### config.mk
export PLATFORM = sky130hd
export DESIGN_NAME = dclk_mode_ctrl
export DESIGN_NICKNAME = d
export VERILOG_FILES = /design/src/rtl/dclk_mode_ctrl.sv
export SDC_FILE = /design/constraint.sdc
export NUM_CORES = 1
export LEC_CHECK = 0
export CAP_MARGIN = 20
export CORE_MARGIN = 2
export CORE_UTILIZATION = 57
export DETAILED_ROUTE_END_ITERATION = 8
export PLACE_DENSITY = 0.79
export SYNTH_ARGS = -nofsm -noshare
export SYNTH_HDL_FRONTEND = slang
export SYNTH_SLANG_ARGS = --single-unit
### constraint.sdc
create_clock -name clk -period 2.4 [get_ports clk]
set_input_delay 0.48 -clock clk [delete_from_list [all_inputs] [get_ports clk]]
set_output_delay 0.48 -clock clk [all_outputs]
set_load 0.05 [all_outputs]
### src/rtl/dclk_mode_ctrl.sv
// Sequences glitch-safe switching among NUM_MODES display clocks: drain the
// display pipeline, move the BUFGMUX select, settle, then wait for MMCM lock.
module dclk_mode_ctrl #(
    parameter int NUM_MODES     = 4,
    parameter int SEL_W         = $clog2(NUM_MODES),
    parameter int DEFAULT_MODE  = 0,
    parameter int DRAIN_CYCLES  = 8,
    parameter int SETTLE_CYCLES = 16,
    parameter int LOCK_TIMEOUT  = 65535
) (
    input  logic             clk,
    input  logic             rst_n,
    input  logic [SEL_W-1:0] req_mode,
    input  logic             req_valid,
    output logic             req_ready,
    input  logic             mmcm_locked,
    output logic [SEL_W-1:0] clk_sel,
    output logic             disp_rst_n,
    output logic [SEL_W-1:0] cur_mode,
    output logic             busy,
    output logic             done,
    output logic             err_timeout,
    output logic             err_badmode,
    output logic             lock_lost
);

    localparam int MAX_DS  = (DRAIN_CYCLES > SETTLE_CYCLES) ? DRAIN_CYCLES : SETTLE_CYCLES;
    localparam int MAX_CNT = (MAX_DS > LOCK_TIMEOUT) ? MAX_DS : LOCK_TIMEOUT;
    localparam int CNT_W   = $clog2(MAX_CNT + 1);

    localparam logic [CNT_W-1:0] DRAIN_LAST   = CNT_W'(DRAIN_CYCLES - 1);
    localparam logic [CNT_W-1:0] SETTLE_LAST  = CNT_W'(SETTLE_CYCLES - 1);
    localparam logic [CNT_W-1:0] TIMEOUT_LAST = CNT_W'(LOCK_TIMEOUT - 1);
    localparam logic [SEL_W-1:0] DEF_SEL      = SEL_W'(DEFAULT_MODE);
    localparam logic [SEL_W:0]   MODE_LIMIT   = (SEL_W + 1)'(NUM_MODES);

    typedef enum logic [1:0] {IDLE, DRAIN, SETTLE, WAIT_LOCK} state_t;

    state_t           state;
    logic [CNT_W-1:0] cnt;
    logic [SEL_W-1:0] pend_mode;
    logic             lock_s1;
    logic             lock_sync;

    // mmcm_locked comes from the MMCM with no relation to clk.
    always_ff @(posedge clk or negedge rst_n) begin
        if (!rst_n) begin
            lock_s1   <= 1'b0;
            lock_sync <= 1'b0;
        end else begin
            lock_s1   <= mmcm_locked;
            lock_sync <= lock_s1;
        end
    end

    always_ff @(posedge clk or negedge rst_n) begin
        if (!rst_n) begin
            state       <= WAIT_LOCK;
            cnt         <= '0;
            pend_mode   <= DEF_SEL;
            clk_sel     <= DEF_SEL;
            cur_mode    <= DEF_SEL;
            disp_rst_n  <= 1'b0;
            req_ready   <= 1'b0;
            busy        <= 1'b1;
            done        <= 1'b0;
            err_timeout <= 1'b0;
            err_badmode <= 1'b0;
            lock_lost   <= 1'b0;
        end else begin
            // NOTE: pulse outputs default low here and are overridden below in the same block.
            done        <= 1'b0;
            err_badmode <= 1'b0;
            lock_lost   <= 1'b0;

            unique case (state)
                IDLE: begin
                    if (disp_rst_n && !lock_sync) begin
                        // Lock loss wins over a same-cycle request, which is left unconsumed.
                        state      <= WAIT_LOCK;
                        cnt        <= '0;
                        disp_rst_n <= 1'b0;
                        lock_lost  <= 1'b1;
                        req_ready  <= 1'b0;
                        busy       <= 1'b1;
                    end else if (req_valid && req_ready) begin
                        if ({1'b0, req_mode} >= MODE_LIMIT) begin
                            err_badmode <= 1'b1;
                        end else if (req_mode == cur_mode && disp_rst_n) begin
                            done <= 1'b1;
                        end else begin
                            state       <= DRAIN;
                            cnt         <= '0;
                            pend_mode   <= req_mode;
                            disp_rst_n  <= 1'b0;
                            err_timeout <= 1'b0;
                            req_ready   <= 1'b0;
                            busy        <= 1'b1;
                        end
                    end
                end

                DRAIN: begin
                    if (cnt == DRAIN_LAST) begin
                        state   <= SETTLE;
                        cnt     <= '0;
                        clk_sel <= pend_mode;
                    end else begin
                        cnt <= cnt + 1'b1;
                    end
                end

                SETTLE: begin
                    if (cnt == SETTLE_LAST) begin
                        state <= WAIT_LOCK;
                        cnt   <= '0;
                    end else begin
                        cnt <= cnt + 1'b1;
                    end
                end

                WAIT_LOCK: begin
                    if (lock_sync) begin
                        state      <= IDLE;
                        cnt        <= '0;
                        disp_rst_n <= 1'b1;
                        cur_mode   <= clk_sel;
                        done       <= 1'b1;
                        req_ready  <= 1'b1;
                        busy       <= 1'b0;
                    end else if (cnt == TIMEOUT_LAST) begin
                        // Give up with the display still held in reset; a new request retries.
                        state       <= IDLE;
                        cnt         <= '0;
                        cur_mode    <= clk_sel;
                        err_timeout <= 1'b1;
                        req_ready   <= 1'b1;
                        busy        <= 1'b0;
                    end else begin
                        cnt <= cnt + 1'b1;
                    end
                end

                default: begin
                    state <= WAIT_LOCK;
                    cnt   <= '0;
                end
            endcase
        end
    end

endmodule

==> run metrics, run 1 <==
outcome completed; Antenna Violating Nets Remaining 0; largest net degree at the start of global routing 33; pwr dens 958 nW/um^2; drt drc 0; clock latency on the worst-skew pair 350 ps; critical-path maximum fanout 12; Worst Path Required 2610 ps; post-synthesis instance area 1870 sq um; placed cell count 263; Routability Congestion 0.910; final max-slew violation count 0; share of layout cells above drive strength 1 0.185; worst rel slew slack 0.651; clock tree root buffer cell sky130_fd_sc_hd__clkbuf_4; worst setup path start cnt[6]$_DFFE_PN0P_; maximum capacitance violations 0; most area-consuming cells after synthesis sky130_fd_sc_hd__dfrtp_1 39%, sky130_fd_sc_hd__ha_1 4.7%, sky130_fd_sc_hd__dfstp_2 4.2%; die height 61.3 um; Num Clock Sinks 32; number of optimization iterations in the first detailed-route pass 4; worst-path cell chain or4_4 > o41ai_2 > o221ai_4 > nand3_4 > o211ai_1; wire length of the first global-routing pass 7400 um; CP max stage cell sky130_fd_sc_hd__or4_4; total congestion overflow after global routing 0; Area Growth Syn to Fin 19.9%; CTS buffer count 5; Die Footprint 3760 sq um; Register Area 805 sq um; total power 2.15 mW; startpoint-to-endpoint class of the critical path reg -> reg; post-CTS clock slew at the launch and capture registers of the worst setup and hold paths 90 ps; number of inserted filler cells in the final layout 228; startpoint of the lowest-slack register-to-register path cnt[6]$_DFFE_PN0P_; via count of the first global-routing pass 1588; CTS tree done; highest clock rate 440 MHz; maximum root-to-sink buffer count 2; layout net count 239; antenna cell count 0; number of synthesized register bits 32; half-perimeter wire length after detailed placement 3200 um; antenna violations before repair 0; Top FF cell, synth sky130_fd_sc_hd__dfrtp_1; buffer count from post-CTS setup fixing 0; Final Non-Filler Cells 271; post-synthesis cell count 196; global-route usage over all layers 0.272; Peak VDD IR 0.637 mV; number of different library cells in the post-synthesis netlist 45; Core Box Area 3080 sq um; largest stage delay on the critical path 590 ps; element type at the critical path start register; most instantiated cells after synthesis 29 x sky130_fd_sc_hd__dfrtp_1, 17 x sky130_fd_sc_hd__nand2_1, 12 x sky130_fd_sc_hd__a21oi_1, 12 x sky130_fd_sc_hd__inv_1; mean area per synthesized cell 9.56 sq um; total via count in the routed design 1646; Cell Rows 20; final setup violation count 0; number of enable-type register cells in the synthesized netlist 0; floorplan die width 61.3 um; skew final 15.6 ps; data arrival time at the worst-slack endpoint 2490 ps; Port Buffer Count 15; sequential fraction of the synthesis area 0.430; number of levels the H-tree was split into 2; most used standard cell by instance count after synthesis sky130_fd_sc_hd__dfrtp_1; minimum clock period 2280 ps; Min-Delay Path Class reg -> reg; number of primary I/O pins 17; startpoint of the lowest-slack hold path lock_s1$_DFF_PN0_; dpl cell area 2150 sq um; library cell occupying the most area in the post-synthesis netlist sky130_fd_sc_hd__dfrtp_1; fraction of the cycle the final worst path needs 0.948; wire length reported by the detailed router 4330 um; actual transition at the worst max-transition pin 523 ps; endpoint type of the worst setup path register; Leak 0.899 nW; worst hold slack 359 ps; combined area of the multi-input logic cells 1010 sq um; number of DRC markers in iteration 0 143; async set-reset flop share out of synthesis 1.00; routed wire length per instance 16.0 um; Via density 6.07; area share of the leading cell type in the synthesized netlist 0.387; Synthesized Nets 209; starting density of the core 0.609; yosys synthesis warning count 0; Layout Cell Area excl Fill 2250 sq um; endpoints failing hold 0
-- sequential cells by signal, indices dropped and copies added (netlist names) --
signal,cells
disp_rst_n,1
lock_lost,1
done,1
lock_s1,1
cnt,16
clk_sel,2
pend_mode,2
busy,1
cur_mode,2
lock_sync,1
req_ready,1
state,2
err_timeout,1
-- worst max-delay path: cells and delay by family (launching register included) --
family,cells,cell delay [ps]
compound gates,3,860
simple gates,2,840
flops,1,450
-- where the power goes --
| part | total [mW] | leakage [nW] | switching (mW) | internal (mW) |
|---|---|---|---|---|
| clock network | 0.354 | 0.0386 | 0.182 | 0.172 |
| registers | 0.721 | 0.425 | 0.0801 | 0.641 |
| logic | 1.08 | 0.436 | 0.693 | 0.383 |
| total | 2.15 | 0.899 | 0.955 | 1.20 |
-- final cells by class --
type                            instances  share of cell area
Tap cell                               44              0.0245
Timing Repair Buffer                   30               0.117
Clock buffer                            8              0.0306
Sequential cell                        32               0.358
Inverter                               12              0.0201
Multi-Input combinational cell        145               0.450
-- stage by stage --
stage	util	setup WS (ps)	TNS, ps
2_1_floorplan	-	384	0
5_1_grt	0.730	-19.1	-27.6
4_1_cts	0.722	84.0	0
3_5_place_dp	0.700	81.2	0
6_report	0.730	125	0
3_3_place_gp	0.700	163	0
-- worst paths after layout --
path / to / slack (ps) / cells after the start
worst max register to register: cnt[6]$_DFFE_PN0P_ / 120 / 5
worst min-delay path: lock_sync$_DFF_PN0_ / 360 / 0
worst max-delay path: cnt[6]$_DFFE_PN0P_ / 120 / 5
min in group asynchronous: cnt[15]$_DFFE_PN0P_ / 520 / 2
worst min register to register: lock_sync$_DFF_PN0_ / 360 / 0
max in group asynchronous: busy$_DFFE_PN1P_ / 1540 / 2
-- kinds of logic after synthesis --
group | synth area share
buffers and inverters | 0.0441
DFF | 0.430
muxes | 0.0521
other | 0.00200
and+or+nand+nor | 0.228
AOI/OAI and AO/OA | 0.174
adders and majority gates | 0.0468
xor gates and xnor gates | 0.0234
-- per-layer routing --
layer / global-route usage / vias up / part of all wire
met5: 0 / - / 0
met1: 0.376 / 783 / 0.43
met3: 0.0693 / 6 / 0.081
met2: 0.418 / 74 / 0.47
met4: 0.0901 / 0 / 0.015
li1: - / 783 / -
-- repair_timing --
item | 4_1_cts | 5_1_grt
endpoints found under the setup margin | 0 | 13
hold buffers | 0 | 0
hold endpoints to repair | 0 | 0
gates resized for setup | 0 | 3
-- layout by cell type (no fill, tap or decap), types with 6 or more instances in the layout --
cell type and count:
sky130_fd_sc_hd__a21oi_1 12, sky130_fd_sc_hd__a31oi_1 7, sky130_fd_sc_hd__buf_4 15, sky130_fd_sc_hd__clkdlybuf4s50_1 15
sky130_fd_sc_hd__dfrtp_1 29, sky130_fd_sc_hd__ha_1 7, sky130_fd_sc_hd__inv_1 12, sky130_fd_sc_hd__mux2_2 6
sky130_fd_sc_hd__nand2_1 17, sky130_fd_sc_hd__nand3_1 7, sky130_fd_sc_hd__nand4_1 8, sky130_fd_sc_hd__nor2_1 8
sky130_fd_sc_hd__nor3_1 8, sky130_fd_sc_hd__o21ai_0 7
Note: power is estimated with default switching activity, not from simulation.
==> run 2: changes to the inputs <==
- CORE_UTILIZATION: 57 -> 51
- GPL_TIMING_DRIVEN: default -> 0
- PLACE_DENSITY: 0.79 -> 0.75
- clock period: 2.4 -> 1.9 ns (I/O delays scaled with it)
==> run metrics, run 2 (synthesized netlist as in run 1, its figures left out) <==
maximum capacitance violations 0 (unchanged); Worst Path Required 2050 ps (-560 ps); wire length of the first global-routing pass 7260 um (-1.9%); Routed met3 length 256 um (-27%); worst-path cell chain or4_4 > o41ai_4 > o221ai_2 > buf_6 > a31oi_1 > o31ai_1; number of levels the H-tree was split into 2 (unchanged); actual transition at the worst max-transition pin 725 ps (+202 ps); placed cell count 259 (-1.5%); routed wire length per instance 15.6 um (-2.6%); floorplan die width 64.6 um (+5.3%); Peak VDD IR 0.949 mV (+49%); final standard cell utilization of the core 0.660 (-0.0701); worst hold slack 152 ps (-207 ps); leading cell type in the layout, fill and taps excluded sky130_fd_sc_hd__dfrtp_1; die height 64.6 um (+5.3%); number of optimization iterations in the first detailed-route pass 4 (unchanged); Via density 5.90 (-2.9%); post-CTS clock slew at the launch and capture registers of the worst setup and hold paths 70 ps (-20 ps); highest routed metal layer met4; Leak 0.980 nW (+9.0%); endpoints failing hold 0 (unchanged); critical-path maximum fanout 10 (-2); CP max stage cell sky130_fd_sc_hd__or4_4; starting density of the core 0.519 (-0.0891); startpoint-to-endpoint class of the critical path reg -> reg; met1 layer wirelength in the final routing 1900 um (+1.2%); slack of the critical path -208 ps (-333 ps); global-route usage over all layers 0.225 (-0.0467); Min-Delay Path Class in -> async; data arrival time at the worst-slack endpoint 2260 ps (-230 ps); total via count in the routed design 1658 (+0.73%); final max-slew violation count 0 (unchanged); total power 2.85 mW (+32%); Cell Rows 22 (+10%); number of primary I/O pins 17 (unchanged); outcome finished with violations; largest net degree at the start of global routing 33 (unchanged); minimum clock period 2110 ps (-167 ps); CTS buffer count 5 (unchanged); number of flip-flops under the largest register name 16 (unchanged); fraction of the cycle the final worst path needs 1.11 (+0.162); drt drc 0 (unchanged); hold_buf cts 0 (unchanged); skew final 6.54 ps (-9.02 ps); wire length reported by the detailed router 4370 um (+0.95%); via count of the first global-routing pass 1574 (-0.88%); clock latency on the worst-skew pair 280 ps (-70 ps); Antenna Violating Nets Remaining 0 (unchanged); RSZ-0062 raised after global routing true; half-perimeter wire length after detailed placement 2780 um (-13%); antenna cell count 0 (unchanged); startpoint of the lowest-slack register-to-register path cnt[13]$_DFFE_PN0P_; worst rel slew slack 0.517 (-0.134); worst setup path start cnt[13]$_DFFE_PN0P_; layout net count 245 (+2.5%); number of DRC markers in iteration 0 163 (+14%); Port Buffer Count 15 (unchanged); pwr dens 1200 nW/um^2 (+25%); final setup TNS -2930 ps (-2930 ps); largest stage delay on the critical path 580 ps (about the same); Final Non-Filler Cells 281 (+3.7%); highest clock rate 474 MHz (+7.9%); share of layout cells above drive strength 1 0.258 (+0.0725); endpoint type of the worst setup path register; most used cells in the layout excluding fill and tap cells 26 x sky130_fd_sc_hd__dfrtp_1, 16 x sky130_fd_sc_hd__buf_4, 15 x sky130_fd_sc_hd__nand2_1, 12 x sky130_fd_sc_hd__inv_1, 12 x sky130_fd_sc_hd__a21oi_1; total congestion overflow after global routing 0 (unchanged); clock tree root buffer cell sky130_fd_sc_hd__clkbuf_8; element type at the critical path start register; Core Box Area 3610 sq um (+17%); Routability Congestion 0.836 (-8.0%); Area Growth Syn to Fin 27.0%; number of inserted filler cells in the final layout 303 (+33%); maximum root-to-sink buffer count 2 (unchanged); Die Footprint 4170 sq um (+11%); CTS tree done; antenna violations before repair 0 (unchanged); Num Clock Sinks 32 (unchanged); Met2 Routed Length 2150 um (+5.1%); final setup violation count 20 (+20); violated checks setup timing; Reg with most FFs cnt
## run 2: changes by cell type in the layout (fill, tap and decap cells not counted), sizes merged
cell,before,now
dlymetal6s2s,0,1
clkinv,0,1
buf,15,19
dlygate4sd2,0,2
clkbuf,8,9
clkdlybuf4s50,15,11
bufinv,0,1
## run 2: final cells by class
class | count | area, sq um | area share
plain buffers | 5 | 32.5 | 0.0137
clock buffers | 6 | 72.6 | 0.0305
clock inverters | 2 | 35.0 | 0.0147
inverters | 12 | 45.0 | 0.0189
multi-input cells | 145 | 1060 | 0.444
flip-flops and latches | 32 | 808 | 0.340
well taps | 48 | 60.1 | 0.0252
repair buffers | 31 | 269 | 0.113
## run 2: final timing paths
check / endpoint / slack (ps) / cells past startpoint
worst max-delay path: cnt[10]$_DFFE_PN0P_ / -210 / 6
worst min-delay path: cnt[13]$_DFFE_PN0P_ / 150 / 1
worst max register to register: cnt[10]$_DFFE_PN0P_ / -210 / 6
worst min register to register: lock_sync$_DFF_PN0_ / 350 / 0
max in group asynchronous: cnt[8]$_DFFE_PN0P_ / 1250 / 1
min in group clk: lock_sync$_DFF_PN0_ / 350 / 0
## run 2: power breakdown
| group | total, mW | switching, mW | internal [mW] |
|---|---|---|---|
| Combinational | 1.30 | 0.861 | 0.436 |
| Clock | 0.640 | 0.251 | 0.389 |
| Sequential | 0.912 | 0.0994 | 0.812 |
## run 2: per-layer routing
metal	GRT usage	vias up
met3	0.0313	10
met5	0	-
met2	0.383	55
met4	0.0718	0
li1	-	796
met1	0.298	797
## run 2: stage by stage
step                      setup WS (ps)  instance area, sq um
final                              -208                  2380
after global routing               -283                  2380
after CTS                          -185                  2350
after detailed placement           -556                  2090
after global placement             -573                  2090
after floorplan                   -72.2                  1880
## run 2: worst max-delay path, delay by kind of cell (launching register included)
family                 cells  cell delay, ps
AO/OA/AOI/OAI              4             810
AND/OR/NAND/NOR            1             580
flip-flops                 1             400
buffers and inverters      1             190
## run 2: timing repair
item	CTS	global route
pin swaps	6	3
hold endpoints to repair	0	0
buffers inserted	14	2
setup endpoints to repair	26	24
gates resized for setup	15	6
==> run 3: changes to the inputs <==
- CAP_MARGIN: 20 -> default
- SETUP_SLACK_MARGIN: default -> 0.2
==> run metrics, run 3 (synthesized netlist as in run 1, its figures left out) <==
Via density 5.97 (+1.1%); post-CTS clock slew at the launch and capture registers of the worst setup and hold paths 80 ps (about the same); element type at the critical path start register; Core Box Area 3610 sq um (unchanged); number of DRC markers in iteration 0 136 (-17%); leading cell type in the layout, fill and taps excluded sky130_fd_sc_hd__dfrtp_1; number of levels the H-tree was split into 2 (unchanged); clock latency on the worst-skew pair 290 ps (about the same); kind of cell adding the most delay to the critical path compound AO/OA/AOI/OAI gates; Peak VDD IR 0.895 mV (-5.8%); antenna cell count 0 (unchanged); actual transition at the worst max-transition pin 703 ps (-21.8 ps); switching share of power 0.447 (+0.0218); proportion of power drawn by combinational gates 0.497 (+0.042); Cell Rows 22 (unchanged); final max-slew violation count 0 (unchanged); Routability Congestion 0.859 (+2.7%); number of inserted filler cells in the final layout 275 (-9.2%); worst rel slew slack 0.531 (+0.0145); starting density of the core 0.519 (unchanged); startpoint-to-endpoint class of the critical path reg -> reg; most used cells in the layout excluding fill and tap cells 24 x sky130_fd_sc_hd__dfrtp_1, 20 x sky130_fd_sc_hd__buf_4, 15 x sky130_fd_sc_hd__nand2_1, 12 x sky130_fd_sc_hd__inv_1, 12 x sky130_fd_sc_hd__a21oi_1; highest clock rate 475 MHz (+0.21%); Antenna Violating Nets Remaining 0 (unchanged); fraction of the cycle the final worst path needs 1.11 (-0.00231); drt drc 0 (unchanged); dpl cell area 2100 sq um (+0.78%); floorplan die width 64.6 um (unchanged); share of layout cells above drive strength 1 0.289 (+0.0312); total congestion overflow after global routing 0 (unchanged); CTS tree done; CP max stage cell sky130_fd_sc_hd__or4_4; routed wire length per instance 16.0 um (+2.6%); endpoint type of the worst setup path register; Area Growth Syn to Fin 29.9%; antenna violations before repair 0 (unchanged); Sequential Power Share 0.313 (-0.007); pwr dens 1190 nW/um^2 (-0.90%); Num Clock Sinks 32 (unchanged); Min-Delay Path Class in -> async; critical-path maximum fanout 10 (unchanged); Layout Cell Area excl Fill 2430 sq um (+2.3%); Die Footprint 4170 sq um (unchanged); CTS buffer count 5 (unchanged); Port Buffer Count 15 (unchanged); largest stage delay on the critical path 580 ps (about the same); hold_buf cts 0 (unchanged); endpoints failing hold 0 (unchanged); clock network fraction of total power 0.190 (-0.035); total via count in the routed design 1712 (+3.3%); final standard cell utilization of the core 0.675 (+0.0153); data arrival time at the worst-slack endpoint 2280 ps (+20 ps); total power 2.89 mW (+1.4%); wire length reported by the detailed router 4590 um (+4.8%); outcome finished with violations; critical path buffer and inverter count 1 (unchanged); via count of the first global-routing pass 1605 (+2.0%); final setup violation count 20 (unchanged); largest net degree at the start of global routing 33 (unchanged); final setup TNS -2810 ps (+125 ps); placed cell count 259 (unchanged); clock tree root buffer cell sky130_fd_sc_hd__clkbuf_8; half-perimeter wire length after detailed placement 2830 um (+1.6%); Final Non-Filler Cells 287 (+2.1%); violated checks setup timing; maximum capacitance violations 0 (unchanged); RSZ-0062 raised after global routing true; worst-path cell chain or4_4 > o41ai_4 > o221ai_2 > buf_6 > a31oi_1 > o31ai_1; Cell Int Power 1.60 mW (-2.5%); global-route usage over all layers 0.236 (+0.0111); Reg with most FFs cnt; wire length of the first global-routing pass 7480 um (+3.0%); minimum clock period 2100 ps (-4.38 ps); number of flip-flops under the largest register name 16 (unchanged); worst hold slack 130 ps (-21.5 ps); worst slack at placement -569 ps (-13.1 ps); Worst Path Required 2080 ps (+30 ps); skew final 14.7 ps (+8.13 ps); die height 64.6 um (unchanged); layout net count 251 (+2.4%); number of optimization iterations in the first detailed-route pass 4 (unchanged); number of primary I/O pins 17 (unchanged); Leak 1.04 nW (+5.7%); slack of the critical path -204 ps (+4.38 ps); power dissipated by switching net loads 1.29 mW (+6.6%); maximum root-to-sink buffer count 2 (unchanged)
run 3: final timing paths:
kind | start | endpoint | slack [ps] | depth (start not counted)
setup / recovery | cnt[6]$_DFFE_PN0P_ | cnt[15]$_DFFE_PN0P_ | -200 | 6
min in group clk | lock_s1$_DFF_PN0_ | lock_sync$_DFF_PN0_ | 360 | 0
hold / removal | rst_n | cnt[3]$_DFFE_PN0P_ | 130 | 1
setup reg to reg | cnt[6]$_DFFE_PN0P_ | cnt[15]$_DFFE_PN0P_ | -200 | 6
hold reg to reg | lock_s1$_DFF_PN0_ | lock_sync$_DFF_PN0_ | 360 | 0
max in group asynchronous | rst_n | req_ready$_DFFE_PN0P_ | 1260 | 1
run 3: final cells by class:
cell class | instances | area, sq um | area share
Multi-Input combinational cell | 146 | 1100 | 0.451
Sequential cell | 32 | 811 | 0.333
Timing Repair Buffer | 35 | 289 | 0.119
Clock buffer | 7 | 86.3 | 0.0355
Tap cell | 48 | 60.1 | 0.0247
Inverter | 12 | 45.0 | 0.0185
Buffer | 6 | 37.5 | 0.0154
Clock inverter | 1 | 7.51 | 0.00308
run 3: what timing repair did:
action	4_1_cts	5_1_grt
pin swaps	8	4
setup endpoints to repair	36	25
buffers inserted	16	4
resized for setup	30	5
cloned	1	0
run 3: routing by layer:
| metal | share of wire | track usage | up-vias | routed length (um) |
|---|---|---|---|---|
| met5 | 0 | 0 | - | 0 |
| met4 | 0.0087 | 0.0612 | 0 | 40 |
| met3 | 0.057 | 0.0660 | 5 | 261 |
| met2 | 0.50 | 0.388 | 60 | 2270 |
| met1 | 0.44 | 0.309 | 841 | 2010 |
| li1 | - | - | 806 | - |
run 3: worst reg2reg max path, cell delays in order, from the launching register on:
cell	delay [ps]
sky130_fd_sc_hd__dfrtp_1	390
sky130_fd_sc_hd__or4_4	580
sky130_fd_sc_hd__o41ai_4	370
sky130_fd_sc_hd__o221ai_2	190
sky130_fd_sc_hd__buf_6	180
sky130_fd_sc_hd__a31oi_1	180
sky130_fd_sc_hd__o31ai_1	90
run 3: power groups by stage:
stage | clock network [mW] | logic, mW | registers [mW]
after CTS | 0.557 | 1.37 | 0.901
after detailed placement | 0 | 1.20 | 0.916
after global placement | 0 | 1.19 | 0.917
after global routing | 0.594 | 1.55 | 0.915
final | 0.550 | 1.44 | 0.903
after floorplan | 0 | 0.767 | 1.03
